$ cat src/rtl/mux_arb_pkg.sv
// Shared types for the two-requester round-robin arbiter.
package mux_arb_pkg;

  typedef enum logic [1:0] {
    IDLE   = 2'd0,
    GRANT0 = 2'd1,
    GRANT1 = 2'd2
  } state_t;

  typedef logic req_idx_t;

endpackage

$ cat src/rtl/mux_arbiter_mux.sv
// Team 2:1 datapath mux, widened by parameter; s = 1 selects d1.
module mux #(
  parameter int WIDTH = 4
) (
  input  logic [WIDTH-1:0] d0,
  input  logic [WIDTH-1:0] d1,
  input  logic             s,
  output logic [WIDTH-1:0] y
);

  assign y = s ? d1 : d0;

endmodule

$ cat src/rtl/mux_arbiter.sv
// Round-robin burst arbiter sharing one registered output stage between two
// valid/ready requesters; drives the select of the shared 2:1 data mux.
module mux_arbiter
  import mux_arb_pkg::*;
#(
  parameter int WIDTH     = 4,
  parameter int MAX_BURST = 4
) (
  input  logic             clk,
  input  logic             rst,
  input  logic             req0_valid,
  input  logic [WIDTH-1:0] req0_data,
  input  logic             req0_last,
  output logic             req0_ready,
  input  logic             req1_valid,
  input  logic [WIDTH-1:0] req1_data,
  input  logic             req1_last,
  output logic             req1_ready,
  output logic             out_valid,
  output logic [WIDTH-1:0] out_data,
  output logic             out_last,
  output req_idx_t         out_src,
  input  logic             out_ready,
  output logic             sel,
  output state_t           state
);

  // Handshake: a beat moves when valid && ready on the same rising edge;
  // ready never depends on the same requester's valid.

  localparam int CNT_W = $clog2(MAX_BURST + 1);
  localparam logic [CNT_W-1:0] CNT_CAP = CNT_W'(MAX_BURST - 1);

  state_t           state_next;
  logic             prio, prio_next;
  logic [CNT_W-1:0] beat_cnt, beat_cnt_next;
  logic [WIDTH-1:0] mux_data;
  logic             slot_free;
  logic             xfer;
  logic             xfer_last;
  req_idx_t         src;

  mux #(.WIDTH(WIDTH)) u_mux (
    .d0(req0_data),
    .d1(req1_data),
    .s (sel),
    .y (mux_data)
  );

  // Output stage can take a beat if empty or being drained this cycle.
  assign slot_free = !out_valid || out_ready;

  always_comb begin
    state_next    = state;
    prio_next     = prio;
    beat_cnt_next = beat_cnt;
    req0_ready    = 1'b0;
    req1_ready    = 1'b0;
    xfer          = 1'b0;
    xfer_last     = 1'b0;
    src           = 1'b0;
    unique case (state)
      IDLE: begin
        if (req0_valid && req1_valid) state_next = prio ? GRANT1 : GRANT0;
        else if (req0_valid)          state_next = GRANT0;
        else if (req1_valid)          state_next = GRANT1;
      end
      GRANT0: begin
        req0_ready = slot_free;
        xfer       = req0_valid && slot_free;
        xfer_last  = req0_last || (beat_cnt == CNT_CAP);
        src        = 1'b0;
      end
      GRANT1: begin
        req1_ready = slot_free;
        xfer       = req1_valid && slot_free;
        xfer_last  = req1_last || (beat_cnt == CNT_CAP);
        src        = 1'b1;
      end
      default: state_next = IDLE;
    endcase
    if (xfer) begin
      if (xfer_last) begin
        state_next    = IDLE;
        prio_next     = !src;
        beat_cnt_next = '0;
      end else begin
        beat_cnt_next = beat_cnt + CNT_W'(1);
      end
    end
  end

  always_ff @(posedge clk or posedge rst) begin
    if (rst) begin
      state    <= IDLE;
      prio     <= 1'b0;
      beat_cnt <= '0;
      sel      <= 1'b0;
    end else begin
      state    <= state_next;
      prio     <= prio_next;
      beat_cnt <= beat_cnt_next;
      sel      <= (state_next == GRANT1);
    end
  end

  // Output register holds its beat while the consumer stalls.
  always_ff @(posedge clk or posedge rst) begin
    if (rst) begin
      out_valid <= 1'b0;
      out_data  <= '0;
      out_last  <= 1'b0;
      out_src   <= 1'b0;
    end else if (xfer) begin
      out_valid <= 1'b1;
      out_data  <= mux_data;
      out_last  <= xfer_last;
      out_src   <= src;
    end else if (out_ready) begin
      out_valid <= 1'b0;
    end
  end

endmodule

$ cat config.mk
export PLATFORM = sky130hd
export DESIGN_NAME = mux_arbiter
export DESIGN_NICKNAME = d
export VERILOG_FILES = /design/src/rtl/mux_arb_pkg.sv /design/src/rtl/mux_arbiter_mux.sv /design/src/rtl/mux_arbiter.sv
export SDC_FILE = /design/constraint.sdc
export NUM_CORES = 1
export LEC_CHECK = 0
export BUFFER_PORTS_ARGS = -buffer_cell sky130_fd_sc_hd__clkbuf_2
export CAP_MARGIN = 20
export CORE_MARGIN = 4
export CORE_UTILIZATION = 40
export CTS_CLUSTER_SIZE = 28
export DETAILED_ROUTE_END_ITERATION = 16
export GPL_TIMING_DRIVEN = 0
export PLACE_DENSITY = 0.66
export SETUP_SLACK_MARGIN = 0.2
export SLEW_MARGIN = 10
export SYNTH_ARGS = -nofsm -noshare
export SYNTH_HDL_FRONTEND = slang
export SYNTH_SLANG_ARGS = --single-unit
$ cat constraint.sdc
create_clock -name clk -period 5.45 [get_ports clk]
set_clock_uncertainty 0.1 [all_clocks]
set_input_delay 0 -clock clk [delete_from_list [all_inputs] [get_ports clk]]
set_output_delay 0 -clock clk [all_outputs]
set_load 0.03 [all_outputs]
==> flow_summary.ini <==
[hold_path]
hold_path.class = primary input to flop
hold_end = out_valid$_DFFE_PP0P_
hold_depth = 3
hp-start = out_ready

[placed_design]
placed_area_um2 = 965
hpwl_um = 1230
port_buffers = 26
gp_congestion = 0.835

[layout]
drive_above_1_share = 0.427
area.growth.synth_to_final_pct = 38.3
fin_area_um2 = 1110
final_nets = 131
fin_util = 0.610
antennaDiodeCount = 0

[critical_path]
critical_path_required_ns = 5.55
r2r-end = prio$_DFFE_PP0P_
path_cells = inv_1 -> ha_1 -> buf_6 -> mux2i_2 -> a2111oi_4 -> mux2i_1
startpoint_type = flop
critPathMaxFanout = 6
cp_slowest_cell = a2111oi_4
crit_type = flop to flop
arrival_ns = 2.07
r2r_slack_ns = 3.49
path_buf_inv = 2
ff2ff_path_depth = 6
cpLargestDelayFamily = compound AO/OA/AOI/OAI gates
max_stage_delay_ns = 0.50
r2r-start = state[0]$_DFF_PP0_
setup.worst_path.end_class = flop

[synthesis]
synth_top_area_cell = dfrtp_1
async_flop_share = 1.00
syn_nets = 89
ys_seq_area_frac = 0.436
ys_seq_elements = 14
synth_top_cells_by_area = dfrtp_1, mux2_2, ha_1
synthDistinctLibCells = 27
synth_edf_count = 0
synth_flop_cell = dfrtp_1
syn_area_um2 = 803
synth_area_per_cell_um2 = 11.6
yosys_warnings = 0
syn_inst = 69
netlist.area_leader.share = 0.436

[grt]
grt_use_total = 0.150
overflow = 0
antenna_found_initial = 0
grt_pass1_vias = 722
grt_pass1_wl_um = 3110
grt_max_degree = 15

[die]
design.core.area_um2 = 1820
die_area_um2 = 2790
rows = 15
initial_core_util = 0.441
die_height_um = 52.8
pin_count = 27
dieWidth_um = 52.8

[sta]
fmax_ghz = 0.510
setup_viol = 0
final.setup.tns_ns = 0
min_period_over_period = 0.360
worst_pin_slew_ns = 0.511
period_minus_slack_ns = 1.96
relSlewSlack = 0.659
whs_ns = 0.0601
drv_slew = 0
final-hold-violation-count = 0
rsz0062_at_grt = no

[run_status]
status = finished, final reports clean

[clocking]
post_cts_resized = 0
post_cts_buffers = 0
hold_buffers = 11
insertion_delay_ns = 0.27
root_buffer = clkbuf_4
cts.sinks = 14
cts_buffers = 3
clk_path_buf_depth = 2
cts_max_level = 1
clkTransAtPathRegs_ns = 0.09
tritoncts = built

[power_and_ir_drop]
peakVddDrop_uv = 293
seqPwrFrac = 0.300
switching_share = 0.450
pwr-share-comb = 0.582
internal_power_mw = 0.346
p_clk_frac = 0.118
power_density_nw_per_um2 = 567
p_leak_nw = 0.535
switchingPower_mw = 0.284

[route]
dr.first_iter.drc_count = 12
postRouteWirelength_um = 1630
drc = 0
wl_per_cell_um = 12.1
vias_per_cell = 4.98
vias = 672
drt_pass1_iterations = 4
ant_nets = 0

[job]
max_cap_violations = 0
metrics by stage:
stage                     cells  setup WS, ns  power, mW
final                       135          3.49      0.630
after global routing        135          3.32      0.687
after CTS                   135          3.46      0.635
after detailed placement    120          3.49      0.546
after global placement      120          3.50      0.538
after floorplan              69          3.43      0.458
cell usage in the layout, fill, tap and decap left out, drive strengths merged, types with 2 or more instances in the layout:
master and count:
o31ai 3, mux2i 3, and2 2, a21oi 4
nand2b 2, dfrtp 14, ha 5, mux2 9
nand2 4, dlygate4sd3 11, clkbuf 30, inv 7
nand3 2, nand4 2
per-layer routing:
layer | wire length [um] | vias up | track usage | share of wire
li1 | - | 340 | - | -
met1 | 709 | 314 | 0.198 | 0.44
met2 | 848 | 18 | 0.250 | 0.52
met3 | 70 | 0 | 0.0342 | 0.043
met4 | 0 | 0 | 0.0255 | 0
met5 | 0 | - | 0 | 0
power by group through the flow:
stage	clock network (mW)	registers, mW	logic, mW
finish	0.0743	0.189	0.366
global route	0.0815	0.199	0.407
CTS	0.0759	0.189	0.371
detailed placement	0	0.191	0.355
global placement	0	0.188	0.349
floorplan	0	0.256	0.202
state kept, by name, summed over array words and instances, names as in the netlist:
register   flops
out_valid      1
beat_cnt       3
out_data       4
sel            1
prio           1
out_src        1
state          2
out_last       1
synth_stat cells (all sizes together) (2+ instances only):
library cell	count
a21oi	4
and2	2
dfrtp	14
ha	5
inv	7
mux2	9
mux2i	3
nand2	4
nand2b	2
nand3	2
nand4	2
o31ai	3
final cells by class:
class                           count  area (um^2)
Tap cell                           25         31.3
Clock buffer                        4         36.3
Buffer                              1         11.3
Inverter                            7         26.3
Timing Repair Buffer               37          240
Multi-Input combinational cell     47          415
Fill cell                         163          709
Sequential cell                    14          350
cell families after synthesis:
kind of cell / count (synthesis) / synth area share
AND/OR/NAND/NOR: 15 / 0.111
AO/OA/AOI/OAI: 15 / 0.156
buffers and inverters: 8 / 0.0467
adder cells (fa/ha/maj): 5 / 0.0779
multiplexers: 12 / 0.173
flip-flops: 14 / 0.436
worst reg2reg max path: cells and delay by family, from the launching register on:
kind,cells,cell delay (ns)
buffers and inverters,2,0.23
AO/OA/AOI/OAI,1,0.50
multiplexers,2,0.40
adder cells (fa/ha/maj),1,0.21
flip-flops,1,0.44
how the worst max path moves through the flow:
stage	startpoint	endpoint	depth (start not counted)	slack [ns]
after floorplan	state[0]$_DFF_PP0_	prio$_DFFE_PP0P_	6	3.43
after global placement	state[0]$_DFF_PP0_	prio$_DFFE_PP0P_	6	3.50
after detailed placement	state[0]$_DFF_PP0_	prio$_DFFE_PP0P_	6	3.49
after CTS	state[0]$_DFF_PP0_	prio$_DFFE_PP0P_	6	3.46
after global routing	state[0]$_DFF_PP0_	prio$_DFFE_PP0P_	6	3.32
final	state[0]$_DFF_PP0_	prio$_DFFE_PP0P_	6	3.49
(Power assumes the default switching activity.)
